--- config.mk ---
export PLATFORM = sky130hd
export DESIGN_NAME = seg7_bcd_conv
export DESIGN_NICKNAME = d
export VERILOG_FILES = /design/src/rtl/seg7_bcd_conv.sv
export SDC_FILE = /design/constraint.sdc
export NUM_CORES = 1
export LEC_CHECK = 0
export BUFFER_PORTS_ARGS = -buffer_cell sky130_fd_sc_hd__buf_2
export CORE_ASPECT_RATIO = 1.5
export CORE_UTILIZATION = 30
export DETAILED_ROUTE_END_ITERATION = 8
export PLACE_DENSITY = 0.55
export SLEW_MARGIN = 40
export SYNTH_ARGS = -nofsm -noshare
export SYNTH_HDL_FRONTEND = slang
export SYNTH_SLANG_ARGS = --single-unit
--- constraint.sdc ---
create_clock -name clk -period 3.7 [get_ports clk]
set_clock_uncertainty 0.1 [all_clocks]
set_input_delay 0.37 -clock clk [delete_from_list [all_inputs] [get_ports clk]]
set_output_delay 0.37 -clock clk [all_outputs]
set_load 0.005 [all_outputs]
--- src/rtl/seg7_bcd_conv.sv ---
// Binary-to-packed-BCD converter for the 8-digit 7-segment scanner.
// Sequential double-dabble engine, with hex pass-through and an overflow pattern.
module seg7_bcd_conv #(
    parameter int                IN_W    = 32,
    parameter int                DIGITS  = 8,
    parameter logic [IN_W-1:0]   DEC_MAX = 32'd99999999,
    parameter logic [4*DIGITS-1:0] OVF_PAT = 32'hEEEEEEEE
) (
    input  logic                  clk,
    input  logic                  rst,
    input  logic                  start,
    input  logic                  mode,
    input  logic [IN_W-1:0]       bin_in,
    output logic                  busy,
    output logic                  done,
    output logic                  ovf,
    output logic [4*DIGITS-1:0]   data_out
);

    typedef enum logic [1:0] {
        S_IDLE,
        S_SHIFT,
        S_FINISH
    } state_t;

    localparam logic [5:0] LAST_ITER = 6'(IN_W - 1);

    state_t                r_state;
    state_t                w_state_next;
    logic [IN_W-1:0]       r_bin;
    logic [4*DIGITS-1:0]   r_bcd;
    logic [5:0]            r_cnt;
    logic [4*DIGITS-1:0]   r_data;
    logic                  r_ovf;

    logic                  w_accept;
    logic                  w_too_big;
    logic                  w_last;
    logic [4*DIGITS-1:0]   w_bcd_adj;
    logic [4*DIGITS-1:0]   w_bcd_shift;
    logic [IN_W-1:0]       w_bin_shift;

    assign w_too_big = (bin_in > DEC_MAX);
    assign w_last    = (r_cnt == LAST_ITER);

    // Add-3 correction on every nibble in parallel, then shift {bcd, bin} left by one.
    always_comb begin
        for (int i = 0; i < DIGITS; i++) begin
            w_bcd_adj[4*i +: 4] = (r_bcd[4*i +: 4] >= 4'd5) ? r_bcd[4*i +: 4] + 4'd3
                                                            : r_bcd[4*i +: 4];
        end
    end

    assign w_bcd_shift = {w_bcd_adj[4*DIGITS-2:0], r_bin[IN_W-1]};
    assign w_bin_shift = {r_bin[IN_W-2:0], 1'b0};

    // NOTE: every always_comb output gets a default first so no path infers a latch.
    always_comb begin
        w_state_next = r_state;
        w_accept     = 1'b0;
        case (r_state)
            S_IDLE: begin
                if (start) begin
                    w_accept     = 1'b1;
                    w_state_next = (mode || w_too_big) ? S_FINISH : S_SHIFT;
                end
            end
            S_SHIFT: begin
                if (w_last) begin
                    w_state_next = S_FINISH;
                end
            end
            S_FINISH: w_state_next = S_IDLE;
            default:  w_state_next = S_IDLE;
        endcase
    end

    // NOTE: sequential state uses non-blocking assignments so all registers update together.
    always_ff @(posedge clk) begin
        if (rst) begin
            r_state <= S_IDLE;
        end else begin
            r_state <= w_state_next;
        end
    end

    // NOTE: the shift registers are plain flops, so they are reset along with the outputs.
    always_ff @(posedge clk) begin
        if (rst) begin
            r_bin  <= '0;
            r_bcd  <= '0;
            r_cnt  <= '0;
            r_data <= '0;
            r_ovf  <= 1'b0;
        end else if (w_accept) begin
            r_bin <= bin_in;
            r_bcd <= '0;
            r_cnt <= '0;
            r_ovf <= !mode && w_too_big;
            if (mode) begin
                r_data <= bin_in;
            end else if (w_too_big) begin
                r_data <= OVF_PAT;
            end
        end else if (r_state == S_SHIFT) begin
            r_bin <= w_bin_shift;
            r_bcd <= w_bcd_shift;
            r_cnt <= r_cnt + 6'd1;
            // The last shift lands directly in data_out so FINISH shows the result.
            if (w_last) begin
                r_data <= w_bcd_shift;
            end
        end
    end

    assign busy     = (r_state == S_SHIFT);
    assign done     = (r_state == S_FINISH);
    assign ovf      = r_ovf;
    assign data_out = r_data;

endmodule

==> Yosys cells after proc, flatten, opt, wreduce, memory -nomap -nowiden <==
Cells that the tools add are included.
{ "totals": {"out_inout_bits": 35, "ff_bits": 105, "elab_cells": 60, "in_bits": 36} }
{ "op_classes": {"magnitude_cmp": 9, "mux": 21, "eq_ne": 6, "n_addsub": 9, "n_reduce_logical": 9} }
{ "ops": {"columns": ["op", "count"], "rows": [
  ["$mux W32", 7],
  ["$ge A4 B3 Y1 const B", 8],
  ["$gt A32 B27 Y1 const B", 1],
  ["$add A4 B2 Y4 const B", 7],
  ["$mux W4", 7],
  ["$add A6 B1 Y6 const B", 1],
  ["$eq A6 B5 Y1 const B", 1],
  ["$mux W2", 3],
  ["$pmux W2 S2", 1],
  ["$reduce_bool A2 Y1", 2],
  ["$add A3 B2 Y3 const B", 1],
  ["$mux W3", 1],
  ["$ne A3 B2 Y1 const B", 1],
  ["$reduce_and A3 Y1", 1],
  ["$eq A2 B1 Y1 const B", 1],
  ["$eq A2 B2 Y1 const B", 1],
  ["$logic_not A2 Y1", 1],
  ["$mux W1", 2],
  ["$ne A2 B1 Y1 const B", 1],
  ["$ne A2 B2 Y1 const B", 1],
  ["$reduce_and A2 Y1", 1],
  ["$reduce_or A2 Y1", 1],
  ["$logic_and A1 B1 Y1", 1],
  ["$logic_not A1 Y1", 1],
  ["$logic_or A1 B1 Y1", 1]
]} }

==> Logic depth before layout (Yosys ltp) <==
Gate-level depths: netlist of the first run.
{ "logic_depth": {"word_depth": 5, "depth_mapped": 8, "mapped_depth_nobuf": 7} }

==> Worst setup path after synthesis of the first run <==
Ideal clock, no wire load.
{ "synth_timing": {"kind": "input port to flip-flop", "from": "in bin_in[11]", "to": "reg r_data[1] (netlist: data_out[1])", "setup_ns": 0.119, "t_arrival_ns": 1.724, "path_buffers": 1, "setup_slack_ns": 1.757, "path_stages": 6, "required_ns": 3.481, "cell_sequence": "or4_1 -> o211ai_2 -> and3b_1 -> nor2_2 -> buf_6 -> o221a_2"} }
{ "synth_between": {"elab_chain_len": 3} }
{ "synth_rtl": {"columns": ["element", "line_no", "rtl"], "rows": [
  ["from (decl)", "13", "input logic [IN_W-1:0] bin_in,"],
  ["$gt A32 B27 Y1", "43", "assign w_too_big = (bin_in > DEC_MAX);"],
  ["$ne A3 B2 Y1 (no line)", null, null],
  ["$reduce_and A3 Y1 (no line)", null, null],
  ["to (signal assigned)", "101", "r_data <= bin_in;"],
  ["to (signal assigned)", "111", "r_data <= w_bcd_shift;"],
  ["to (decl)", "33", "logic [4*DIGITS-1:0] r_data;"]
]} }
No other way between the ends.
A chain may end at the register's enable or synchronous reset.

==> Worst setup path in the final report of the first run <==
{ "layout_timing": {"from": "reg r_state[1]", "to": "reg r_data[1] (netlist: data_out[1])"} }
{ "layout_between": {"elab_chain_len": 4, "elab_cells_between_ends": 8, "cone_classes": "eq/ne (2); mux (2); reduce/logical (4)"} }
{ "layout_rtl": {"columns": ["element", "line_no", "rtl"], "rows": [
  ["from (decl)", "28", "state_t r_state;"],
  ["from (signal assigned)", "83", "r_state <= w_state_next;"],
  ["$logic_not A2 Y1", "61", "case (r_state)"],
  ["$mux W1", "61", null],
  ["$ne A3 B2 Y1 (no line) / $reduce_bool A2 Y1 (equally long branches)", null, null],
  ["$reduce_and A3 Y1 (no line)", null, null]
]} }
Parallel ways exist; a longest one is shown, timed or not.

==> results of run 1 <==
-- worst paths after layout --
kind,to,cells past startpoint,from
worst max register to register,data_out[1],6,r_state[1]
worst max-delay path,data_out[1],6,r_state[1]
worst min-delay path,data_out[3],3,bin_in[3]
worst min register to register,r_bcd[29],2,r_bcd[29]
-- kinds of logic after synthesis --
group | after synthesis | share of synthesized area
fa+ha+maj | 17 | 0.0422
simple gates | 180 | 0.175
mux | 8 | 0.0159
flops | 105 | 0.417
buf+inv | 92 | 0.0707
compound gates | 200 | 0.259
xor+xnor | 12 | 0.0208
-- routing by layer --
metal / up-vias / share of wire / GRT usage
li1: 2327 / - / -
met1: 2251 / 0.42 / 0.206
met2: 113 / 0.51 / 0.311
met3: 28 / 0.040 / 0.0308
met4: 0 / 0.030 / 0.0747
met5: - / 0 / 0
-- worst max-delay path, delay by kind of cell, from the launching register on --
kind	cells	cell delay (ns)
flip-flops	1	0.34
buffers and inverters	2	0.53
AND/OR/NAND/NOR	2	0.96
AO/OA/AOI/OAI	2	0.60
-- synth_stat cells, drive strengths merged, types with 2 or more instances --
cell type    n
a221oi      31
ha          17
mux2i        8
nand3b       2
or3b         5
a21oi       79
o311a        2
clkbuf      34
o21ai       19
a211oi      15
nor3b       10
nor4        17
nor2        64
xor2         3
a21o         2
o221a        8
buf          7
nand4        3
nand3       13
nand2b       8
nand2       51
inv         51
a31oi        5
o22ai       31
dfxtp      105
xnor2        9
-- registers in the layout (all words and copies together) (netlist names) --
register / cells
data_out: 32
r_bcd: 32
r_bin: 32
r_cnt: 6
r_state: 2
ovf: 1
-- stage by stage --
step / power, mW / util / std cells / hold WS (ns) / setup WS, ns
final: 2.52 / 0.362 / 876 / 0.209 / 1.10
after global routing: 2.62 / 0.362 / 876 / 0.214 / 0.942
after CTS: 2.55 / 0.362 / 876 / 0.202 / 1.11
after detailed placement: 1.50 / 0.342 / 860 / 0.356 / 1.13
after global placement: 1.49 / 0.341 / 859 / 0.345 / 1.07
after floorplan: 1.39 / - / 614 / 0.336 / 1.76
-- power by group --
part	switching [mW]	total, mW	internal [mW]
clock	0.448	1.05	0.598
sequential	0.0383	1.23	1.19
combinational	0.146	0.247	0.100
-- cell type report --
cell class / instances / area share
sequential: 105 / 0.355
clock inverter: 7 / 0.0169
multi-input combinational: 417 / 0.439
inverter: 51 / 0.0324
tap: 206 / 0.0436
clock buffer: 9 / 0.0381
timing repair buffer: 81 / 0.0745
==> summary.txt, run 1 <==
Logic synthesis
  – Ys async rst share: 0
  – Synth top area share: 0.417
  – Syn_nets: 667
  – Syn Area/Cell: 8.22 µm²
  – Synthesized area: 5050 µm²
  – Yosys cell types: 49
  – Sequential area share after synthesis: 0.417
  – Most used DFF post-synth: dfxtp_1
  – Cells after Synth: 614
  – Area contributors post-synth: dfxtp_1 42%, a21oi_1 7.8%, a221oi_1 5.4%
  – Cell taking the most area after synthesis: dfxtp_1
  – EDFF count, synth: 0
  – Synthesis-stage register bit count: 105
  – Ys Warns: 0

STA
  – Final setup fails: 0
  – Fmax: 384 MHz
  – Worst slew pin tran: 0.800 ns
  – Pins Over Slew Limit: 0
  – RSZ-0062 raised after global routing: no
  – Hold Fails Final Rpt: 0
  – Fin crit share: 0.703
  – Post-Route Setup TNS: 0 ns
  – Final Critical Period: 2.60 ns
  – Max_slew headroom: 0.466

Setup path
  – Worst reg2reg setup slack: 1.10 ns
  – Crit path max fanout: 22
  – CP Data Required Time: 3.89 ns
  – Slowest cell on crit path: nor2_2
  – Critical path's largest stage delay: 0.67 ns
  – Startpoint Class: flip-flop
  – Crit-path cells: inv_2, buf_4, nand3_1, o2bb2ai_1, nor2_2, o221a_2
  – Worst Path Arrival: 2.80 ns
  – CP endpoint kind: flip-flop
  – CP Class: reg -> reg

Global routing
  – Vias in the first global route: 4688
  – Largest net degree at the start of global routing: 39
  – Total Routing Usage GR: 0.176
  – GRT Residual Overflow: 0
  – Initial antenna violation count: 0
  – First-pass GRT wire length: 23900 µm

Clock tree
  – Setup Fix Bufs, Post-CTS: 0
  – Htree depth: 3
  – CTS sink count: 105
  – Hold-fix buffer count after cts: 0
  – Skew-Pair Late Insertion Delay: 0.35 ns
  – Clock Pin Slew Worst Setup and Hold Paths: 0.08 ns
  – Clock Tree Buf Depth: 2
  – CTS resizes: 0
  – TritonCTS clock tree: done
  – Cts bufs inserted: 9
  – Root Buffer: clkbuf_16

Floorplan
  – Standard-cell rows: 57
  – Die Y: 161 µm
  – Full die area: 17400 µm²
  – CORE AREA: 16300 µm²
  – Io pins: 71
  – Die width: 108 µm
  – Initial Utilization: 0.309

Placement
  – HPWL after DPL: 10900 µm
  – GP Congestion: 0.782
  – Dpl cell area: 5590 µm²
  – Port-buffer cells: 70

Pwr
  – Power Dens Cells: 426 nW/µm²
  – Worst vdd ir: 0.000179 V
  – Pleak: 2.29 nW

Drt
  – Detailed-router iteration count before antenna repair: 5
  – Routed WL: 14800 µm
  – Post-DRT Antenna Nets: 0
  – Number of DRC markers in iteration 0: 319
  – Number of vias per cell: 5.39
  – DR vias: 4719
  – # DRC: 0
  – Wire per inst: 16.9 µm

Layout
  – ANT cells: 0
  – Multi-input gate area: 2600 µm²
  – Most frequent cells in the layout: 105 x dfxtp_1, 79 x a21oi_1, 70 x buf_2
  – Share of cells above drive strength 1: 0.179
  – Sequential standard cell area: 2100 µm²
  – Area grow syn2layout: 17.2%
  – Fill count: 1669
  – Final #Nets: 718
  – Design area: 5910 µm²
  – Commonest non-fill, non-tap cell in the layout: dfxtp_1

Flow run
  – Max-cap violations: 0

Run status
  – Outcome: finished, final reports clean

Worst hold path
  – Min-delay worst type: in -> reg
(Power assumes the default switching activity.)
==> run 2: changes to the inputs <==
- PLACE_DENSITY: 0.55 -> 0.57
- clock period: 3.7 -> 2.2 ns (I/O delays scaled with it)
==> summary.txt, run 2 (synthesis results as in run 1) <==
Run status
  – Outcome: finished, final reports clean

STA
  – Pins Over Slew Limit: 0
  – Hold_ws: 0.0649 ns
  – Worst slew pin tran: 0.678 ns
  – Final setup fails: 0
  – RSZ-0062 raised after global routing: no
  – Max_slew headroom: 0.548
  – Fmax: 489 MHz
  – Post-Route Setup TNS: 0 ns
  – Hold Fails Final Rpt: 0
  – Final Critical Period: 2.05 ns
  – Fin crit share: 0.930

Layout
  – Final #Nets: 732
  – ANT cells: 0
  – Area grow syn2layout: 20.3%
  – Commonest non-fill, non-tap cell in the layout: dfxtp_1
  – Share of cells above drive strength 1: 0.193
  – Most frequent cells in the layout: 105 x dfxtp_1, 79 x a21oi_1, 70 x buf_2

Drt
  – Routed WL: 14500 µm
  – Number of DRC markers in iteration 0: 268
  – Detailed-router iteration count before antenna repair: 5
  – Number of vias per cell: 5.19
  – # DRC: 0
  – Post-DRT Antenna Nets: 0
  – DR vias: 4620
  – Wire per inst: 16.3 µm

Clock tree
  – Skew-Pair Late Insertion Delay: 0.35 ns
  – Clock Tree Buf Depth: 2
  – CTS resizes: 0
  – Hold-fix buffer count after cts: 0
  – Clock Pin Slew Worst Setup and Hold Paths: 0.07 ns
  – Cts bufs inserted: 9
  – CTS sink count: 105
  – Root Buffer: clkbuf_16
  – TritonCTS clock tree: done
  – Setup Fix Bufs, Post-CTS: 0
  – Htree depth: 3

Pwr
  – Worst vdd ir: 0.000409 V
  – Flop pwr share: 0.467
  – Pleak: 2.39 nW
  – Psw: 1.03 mW
  – Comb pwr share: 0.097
  – Tot Pwr: 4.42 mW
  – Power Dens Cells: 729 nW/µm²
  – Sw frac: 0.233
  – Clock share of power: 0.435
  – Internal power: 3.39 mW

Floorplan
  – Io pins: 71
  – Die width: 108 µm
  – Standard-cell rows: 57
  – Die Y: 161 µm
  – Full die area: 17400 µm²
  – CORE AREA: 16300 µm²
  – Initial Utilization: 0.309

Global routing
  – GRT Residual Overflow: 0
  – Initial antenna violation count: 0
  – Total Routing Usage GR: 0.174
  – First-pass GRT wire length: 23400 µm
  – Vias in the first global route: 4484
  – Largest net degree at the start of global routing: 39

Flow run
  – Max-cap violations: 0

Placement
  – HPWL after DPL: 10800 µm
  – GP Congestion: 0.793
  – Port-buffer cells: 70

Setup path
  – CP Data Required Time: 2.37 ns
  – CP Class: reg -> reg
  – Crit path max fanout: 5
  – Worst Path Arrival: 2.22 ns
  – Startpoint Class: flip-flop
  – CP endpoint kind: flip-flop

Worst hold path
  – Min-delay worst type: in -> reg
run 2: area by class of cell:
cell class | instances | area [µm²]
clock buffer | 12 | 267
tap | 206 | 258
multi-input combinational | 417 | 2590
fill | 1678 | 10300
clock inverter | 4 | 97.6
timing repair buffer | 95 | 563
sequential | 105 | 2100
inverter | 51 | 191
run 2: power by group through the flow:
stage          sequential (mW)  combinational [mW]  clock (mW)
5_1_grt                   2.08               0.478        2.04
6_report                  2.07               0.430        1.93
2_1_floorplan             2.09               0.240           0
4_1_cts                   2.07               0.434        1.96
3_5_place_dp              2.11               0.434           0
3_3_place_gp              2.11               0.431           0
run 2: metal layers:
layer,track usage,share of wire
met1,0.218,0.44
met2,0.296,0.50
met3,0.0199,0.023
met4,0.0753,0.029
met5,0,0
run 2: worst paths after layout:
check / from / endpoint / slack [ns] / cells after the start
setup reg to reg: r_bcd[24] / data_out[28] / 0.15 / 7
setup / recovery: r_bcd[24] / data_out[28] / 0.15 / 7
hold reg to reg: r_bcd[29] / r_bcd[29] / 0.37 / 2
hold / removal: bin_in[0] / r_bin[0] / 0.06 / 3
run 2: worst max-delay path: stages, from the launching register on:
cell and delay [ns]:
dfxtp_1 0.42, inv_1 0.07, ha_1 0.25, nand2b_1 0.11
or3b_2 0.46, a21oi_1 0.22, a31oi_1 0.11, a211oi_1 0.24
run 2: through the flow:
stage          cell area, µm²  cells  setup slack (ns)   util
5_1_grt                  6070    890           0.00771  0.372
3_5_place_dp             5710    874             0.139  0.349
4_1_cts                  6070    890             0.155  0.372
2_1_floorplan            5050    614             0.377      -
6_report                 6070    890             0.153  0.372
3_3_place_gp             5710    874             0.127  0.349
